===== config.mk =====
export PLATFORM = sky130hd
export DESIGN_NAME = myo_spi_responder
export DESIGN_NICKNAME = d
export VERILOG_FILES = /design/src/rtl/myo_spi_responder.sv
export SDC_FILE = /design/constraint.sdc
export NUM_CORES = 1
export LEC_CHECK = 0
export BUFFER_PORTS_ARGS = -buffer_cell sky130_fd_sc_hd__buf_4
export CAP_MARGIN = 10
export CORE_MARGIN = 2
export CORE_UTILIZATION = 40
export DETAILED_ROUTE_END_ITERATION = 10
export GPL_ROUTABILITY_DRIVEN = 0
export SYNTH_ARGS = -nofsm -noshare
export SYNTH_HDL_FRONTEND = slang
export SYNTH_SLANG_ARGS = --single-unit

===== constraint.sdc =====
create_clock -name clock -period 1.9 [get_ports clock]
set_input_delay 0.095 -clock clock [delete_from_list [all_inputs] [get_ports clock]]
set_output_delay 0.095 -clock clock [all_outputs]
set_load 0.01 [all_outputs]

===== src/rtl/myo_spi_responder.sv =====
// SPI mode-0 responder standing in for one myocontrol motor board.
// SPI pins are oversampled in the system clock domain; nothing runs on sck.
module myo_spi_responder #(
    parameter int FRAME_WORDS = 6,
    parameter int SYNC_STAGES = 2
) (
    input  logic                              clock,
    input  logic                              reset,
    input  logic                              sck,
    input  logic                              ss_n,
    input  logic                              mosi,
    output logic                              miso,
    output logic                              miso_oe,
    input  logic [16*FRAME_WORDS-1:0]         tx_frame,
    output logic                              tx_latched,
    output logic [15:0]                       rx_word,
    output logic [$clog2(FRAME_WORDS+1)-1:0]  rx_index,
    output logic                              rx_valid,
    output logic                              frame_done,
    output logic                              frame_error
);

    localparam int SW  = 16 * FRAME_WORDS;
    localparam int IW  = $clog2(FRAME_WORDS + 1);
    localparam int WCW = $clog2(FRAME_WORDS + 2);

    typedef enum logic {
        IDLE,
        ACTIVE
    } state_t;

    logic [SYNC_STAGES-1:0] sck_sync;
    logic [SYNC_STAGES-1:0] ss_sync;
    logic [SYNC_STAGES-1:0] mosi_sync;

    logic sck_s;
    logic ss_s;
    logic mosi_s;
    logic sck_d;
    logic ss_d;

    logic sck_rise;
    logic sck_fall;
    logic ss_rise;
    logic ss_fall;
    logic mosi_q;

    state_t           state;
    logic             armed;
    logic [3:0]       bit_cnt;
    logic [WCW-1:0]   word_cnt;
    logic [15:0]      rx_shift;
    logic [SW-1:0]    shadow;
    logic [SW-1:0]    tx_stream;

    assign sck_s  = sck_sync[SYNC_STAGES-1];
    assign ss_s   = ss_sync[SYNC_STAGES-1];
    assign mosi_s = mosi_sync[SYNC_STAGES-1];

    // Reorder so word 0 sits at the top: the frame then streams out MSB first by shifting left.
    always_comb begin
        tx_stream = '0;
        for (int k = 0; k < FRAME_WORDS; k++) begin
            tx_stream[16*(FRAME_WORDS-1-k) +: 16] = tx_frame[16*k +: 16];
        end
    end

    // Synchronisers and registered edge pulses; mosi_q stays aligned with sck_rise.
    always_ff @(posedge clock) begin
        if (reset) begin
            sck_sync  <= '0;
            ss_sync   <= '0;
            mosi_sync <= '0;
            sck_d     <= 1'b0;
            ss_d      <= 1'b0;
            sck_rise  <= 1'b0;
            sck_fall  <= 1'b0;
            ss_rise   <= 1'b0;
            ss_fall   <= 1'b0;
            mosi_q    <= 1'b0;
        end else begin
            sck_sync  <= {sck_sync[SYNC_STAGES-2:0], sck};
            ss_sync   <= {ss_sync[SYNC_STAGES-2:0], ss_n};
            mosi_sync <= {mosi_sync[SYNC_STAGES-2:0], mosi};
            sck_d     <= sck_s;
            ss_d      <= ss_s;
            sck_rise  <= sck_s & ~sck_d;
            sck_fall  <= ~sck_s & sck_d;
            ss_rise   <= ss_s & ~ss_d;
            ss_fall   <= ~ss_s & ss_d;
            mosi_q    <= mosi_s;
        end
    end

    always_ff @(posedge clock) begin
        if (reset) begin
            state       <= IDLE;
            armed       <= 1'b0;
            bit_cnt     <= '0;
            word_cnt    <= '0;
            rx_shift    <= '0;
            shadow      <= '0;
            miso        <= 1'b0;
            miso_oe     <= 1'b0;
            tx_latched  <= 1'b0;
            rx_word     <= '0;
            rx_index    <= '0;
            rx_valid    <= 1'b0;
            frame_done  <= 1'b0;
            frame_error <= 1'b0;
        end else begin
            tx_latched  <= 1'b0;
            rx_valid    <= 1'b0;
            frame_done  <= 1'b0;
            frame_error <= 1'b0;
            unique case (state)
                IDLE: begin
                    if (ss_s) begin
                        armed <= 1'b1;
                    end
                    if (ss_fall && armed) begin
                        state      <= ACTIVE;
                        armed      <= 1'b0;
                        shadow     <= tx_stream;
                        tx_latched <= 1'b1;
                        bit_cnt    <= '0;
                        word_cnt   <= '0;
                        rx_shift   <= '0;
                        miso_oe    <= 1'b1;
                        miso       <= tx_stream[SW-1];
                    end
                end
                ACTIVE: begin
                    if (ss_rise) begin
                        state   <= IDLE;
                        miso_oe <= 1'b0;
                        miso    <= 1'b0;
                        if (word_cnt == WCW'(FRAME_WORDS) && bit_cnt == 4'd0) begin
                            frame_done <= 1'b1;
                        end else begin
                            frame_error <= 1'b1;
                        end
                    end else if (sck_rise) begin
                        rx_shift <= {rx_shift[14:0], mosi_q};
                        shadow   <= {shadow[SW-2:0], 1'b0};
                        if (bit_cnt == 4'd15) begin
                            bit_cnt  <= '0;
                            rx_word  <= {rx_shift[14:0], mosi_q};
                            rx_index <= word_cnt[IW-1:0];
                            rx_valid <= (word_cnt < WCW'(FRAME_WORDS));
                            if (word_cnt != WCW'(FRAME_WORDS + 1)) begin
                                word_cnt <= word_cnt + WCW'(1);
                            end
                        end else begin
                            bit_cnt <= bit_cnt + 4'd1;
                        end
                    end else if (sck_fall) begin
                        // Zeros shift in behind the frame, so extra words read back as 0.
                        miso <= shadow[SW-1];
                    end
                end
                default: state <= IDLE;
            endcase
        end
    end

endmodule


* Word level (Yosys, flattened, before mapping)
Cells that the tools add are included.
** Storage, ports and cells
- Flip-flop bits (word level) :: 158
- Bits in latches :: 0
- Bits in writable memories :: 0
- Memory bits (read-only) :: 0
- Input port bits :: 101
- Output and inout bits :: 25
- Logic and storage cells :: 97
- Memories kept :: 0
** Cells by class
- Add/sub/neg operators :: 2
- Multiply operators :: 0
- Div/mod/pow operators :: 0
- Magnitude comparators :: 1
- Eq/ne operators :: 11
- Shift operators :: 0
- Muxes and demuxes :: 34
- Bitwise operators :: 12
- Reduce and logical (&&, ||, !) cells :: 13
** Operators with widths (count)
- $mux W96 :: 3
- $pmux W96 S2 :: 1
- $mux W15 :: 3
- $pmux W15 S2 :: 1
- $mux W4 :: 4
- $mux W3 :: 5
- $mux W1 :: 12
- $ne A3 B3 Y1 const B :: 3
- $ne A2 B2 Y1 const B :: 4
- $not A1 Y1 :: 8
- $pmux W4 S2 :: 1
- $pmux W1 S2 :: 3
- $pmux W3 S2 :: 1
- $reduce_and A3 Y1 :: 2
- $reduce_and A5 Y1 :: 1
- $reduce_or A5 Y1 :: 1
- $add A4 B1 Y4 const B :: 1
- $and A1 B1 Y1 :: 4
- $eq A4 B4 Y1 const B :: 1
- $logic_not A4 Y1 :: 1
- $ne A2 B1 Y1 const B :: 2
- $reduce_and A2 Y1 :: 2
- $reduce_and A4 Y1 :: 1
- $add A3 B1 Y3 const B :: 1
- other kinds (6) :: 7

* Longest topological paths before layout
- Depth after elaboration :: 6
- Gate-level depth with buffers :: 6
- Mapped depth without buffers :: 6

* Worst setup path before layout
Ideal clock, no wire load.
- Path type :: reg2reg
- Start :: register word_cnt[1]
- End :: register word_cnt[1]
- Library setup time :: 0.128 ns
- Arrival :: 1.293 ns
- Required time :: 1.772 ns
- Setup slack :: 0.480 ns
- Cell stages (with the launch flop) :: 7
- Buffers on the path :: 0
- Clock period less this slack :: 1.420 ns
- Path through :: dfxtp_1 > ha_1 > ha_1 > nand4b_1 > a22oi_2 > mux2i_1 > nor2_1
** On the way
- Cells in the longest elaborated chain, start to end :: 6
- Elaborated cells on any way between the ends :: 9
- Those cells by class :: add/sub: 1; eq/ne: 2; mux: 5; reduce/logical: 1
** RTL lines
- start, declared :: line 51 : logic [WCW-1:0] word_cnt;
- start signal, assigned :: line 152 : word_cnt <= word_cnt + WCW'(1);
- $add A3 B1 Y3 :: line 152
- $mux W3 :: line 151 : if (word_cnt != WCW'(FRAME_WORDS + 1)) begin
- $mux W3 :: line 146 : if (bit_cnt == 4'd15) begin
- $mux W3 :: line 143 : end else if (sck_rise) begin
- $mux W3 :: line 134 : if (ss_rise) begin
- $pmux W3 S2 :: line 116 : unique case (state)
Parallel ways exist; a longest one is shown, timed or not. The select of a mux whose other input is x is not followed.
A chain may end at the register's enable or synchronous reset.

* Final worst setup path
Same ends and word-level chain as after synthesis.

==> metrics.cfg <==
[placed_design]
dp.cells = 964
io_buffers = 125
place_hpwl_um = 8750

[floorplanning]
pin_count = 126
die_area_um2 = 17100
core_area_um2 = 15800
die_h_um = 131
die_w_um = 131
initial_core_util = 0.407
row_count = 46

[clocking]
cts.sinks = 158
cts_tree = yes
cts-root-buf = clkbuf_16
htree_num_levels = 4
cts.path.max_buffers = 2
path_clk_slew_ns = 0.06
clk_latency_ns = 0.42
numCtsBuffers = 17
cts.repair.resized = 0

[worst_setup_path]
start_kind = flop
cp_top_family = adder cells
path_max_fanout = 5
cpPeakStageDelay_ns = 0.36
crit_top_cell = ha_1
r2r_start = word_cnt[1]$_SDFFE_PP0P_
path_buf_inv = 0
crit_type = flop to flop
slowest_stage = dfxtp_1
path_depth = 6
required_ns = 2.20
worstPathCellList = ha_1 -> ha_1 -> nand4b_1 -> a22oi_2 -> mux2i_1 -> nor2_1
arrival_ns = 1.90
reg2reg_depth = 6
cp-startpoint = word_cnt[1]$_SDFFE_PP0P_
crit_path_end_kind = flop

[power_and_ir_drop]
switching_power_mw = 1.41
ir_worst_vdd_mv = 0.616
power.internal_mw = 5.66
power_mw = 7.07
p_per_area_nw_per_um2 = 866
p_leak_nw = 2.86
pwr-share-comb = 0.047
power_frac_seq = 0.473
p_clk_frac = 0.481
p_sw_frac = 0.200

[synth]
synth_cell_types = 33
synth_fp_nets = 774
syn_avg_cell_area_um2 = 9.61
synth-edff-count = 0
synth_flop_cell = dfxtp_1
async_flop_share = 0
synth_seq_cells = 158
synth_warnings = 0
synth_top_area_cell = dfxtp_1
synthCells = 668
netlist_top_cells_count = dfxtp_1, nor2_1, a211oi_1, mux2i_1, nand2_1
yosysMostFrequentCell = dfxtp_1
synth-seq-area-share = 0.492
synth_area_leaders = dfxtp_1, mux2i_1, a211oi_1, nor2_1, nand2_1
synth_top_area_frac = 0.492
synth_area_um2 = 6420

[layout]
areaGrowthSynthToFinish_pct = 27.1
diodes = 0
fin_nets = 878
instances_no_fill = 999
drive_gt1_frac = 0.218

[sta]
drv_slew = 0
finalCritPeriodShare = 0.843
slew_headroom = 0.709
setup_viol = 0
rsz0062_at_grt = no
hold_violations = 0
post-route-min-period_ns = 1.60
setup_tns_ns = 0
worst_pin_slew_ns = 0.437
max_freq_ghz = 0.624
fin_skew_ns = 0.00698

[global_routing]
grt_max_degree = 82
gr-usage-all-layers = 0.161
grt_pass1_wl_um = 21700
grt-ovfl-total = 0
antenna_found_initial = 0
grt_pass1_vias = 4644

[worst_hold_path]
min_from = tx_frame[64]
worst_hold_path_type = input pin to flop
hold_depth = 3

[route]
drc = 0
drt_pass1_iterations = 4
routed_wl_um = 13300
ant_nets = 0
via_per_inst = 5.01
wire_per_inst_um = 13.4
num_vias = 5001
drt_iter0_markers = 144

[outcome]
status = completed

[flow_run]
drv_cap = 0

[layout by cell type (no fill, tap or decap), drive strengths merged, types with 2 or more instances in the layout]
| master | instances |
|---|---|
| a21oi | 25 |
| nand3 | 3 |
| mux2i | 96 |
| buf | 136 |
| nor3b | 4 |
| ha | 5 |
| nand4 | 2 |
| a22oi | 18 |
| a31oi | 2 |
| nand3b | 2 |
| clkinv | 4 |
| nor3 | 4 |
| o21ai | 3 |
| inv | 6 |
| nand2 | 43 |
| nor2 | 121 |
| dfxtp | 158 |
| and3b | 2 |
| a211oi | 96 |
| and2 | 2 |
| clkbuf | 24 |
| nand4b | 2 |
| dlygate4sd3 | 5 |
| bufinv | 2 |
| nor2b | 15 |
[power groups by stage]
stage          registers [mW]  clock network (mW)  logic [mW]
6_report                 3.34                3.40       0.331
5_1_grt                  3.34                3.64       0.363
4_1_cts                  3.34                3.49       0.336
3_5_place_dp             3.41                   0       0.326
3_3_place_gp             3.41                   0       0.320
2_1_floorplan            3.41                   0       0.134
[worst min-delay path, cell delays in order]
cell and delay, ns:
buf_4 0.11, mux2i_1 0.11, a211oi_1 0.08
[what timing repair did]
action | CTS | global route
endpoints found under the hold margin | 5 | 0
buffers inserted | 0 | 0
hold buffers | 5 | 0
[final timing paths]
kind | slack [ns] | to
setup / recovery | 0.30 | word_cnt[1]$_SDFFE_PP0P_
hold / removal | 0.02 | shadow[16]$_SDFFE_PP0P_
setup reg to reg | 0.30 | word_cnt[1]$_SDFFE_PP0P_
hold reg to reg | 0.41 | sck_rise$_SDFF_PP0_
[logic make-up (layout without fill, tap and decap cells)]
group           after synthesis  after routing  share of synthesized area
flops                       158            158                      0.492
buf+inv                      62            177                     0.0493
mux                          96             96                      0.150
simple gates                201            201                      0.139
compound gates              146            146                      0.160
fa+ha+maj                     5              5                    0.00974
[registers in the layout (all words and copies together), names as in the netlist, 3 cells and up]
register,count
word_cnt,3
rx_index,3
shadow,96
rx_word,16
rx_shift,15
bit_cnt,4
[metrics by stage]
step / worst slack, ns / hold WS, ns / util / cell area (µm²)
2_1_floorplan: 0.480 / 0.174 / - / 6420
3_3_place_gp: 0.381 / 0.313 / 0.477 / 7520
3_5_place_dp: 0.298 / 0.313 / 0.477 / 7520
4_1_cts: 0.288 / 0.00166 / 0.518 / 8160
5_1_grt: 0.149 / 0.00465 / 0.518 / 8160
6_report: 0.297 / 0.0171 / 0.518 / 8160
[metal layers]
metal / wire length (µm) / global-route usage / vias to the layer above
met3: 824 / 0.0643 / 15
met1: 6220 / 0.202 / 2292
met4: 198 / 0.0626 / 0
met5: 0 / 0 / -
li1: - / - / 2592
met2: 6100 / 0.250 / 102
[layout make-up]
| class | count | area [µm²] |
|---|---|---|
| fill | 1489 | 7610 |
| multi-input combinational | 448 | 2950 |
| timing repair buffer | 141 | 1160 |
| clock inverter | 6 | 80.1 |
| sequential | 158 | 3170 |
| tap | 216 | 270 |
| inverter | 6 | 22.5 |
| clock buffer | 24 | 513 |
Power figures use the tool's default switching activity.
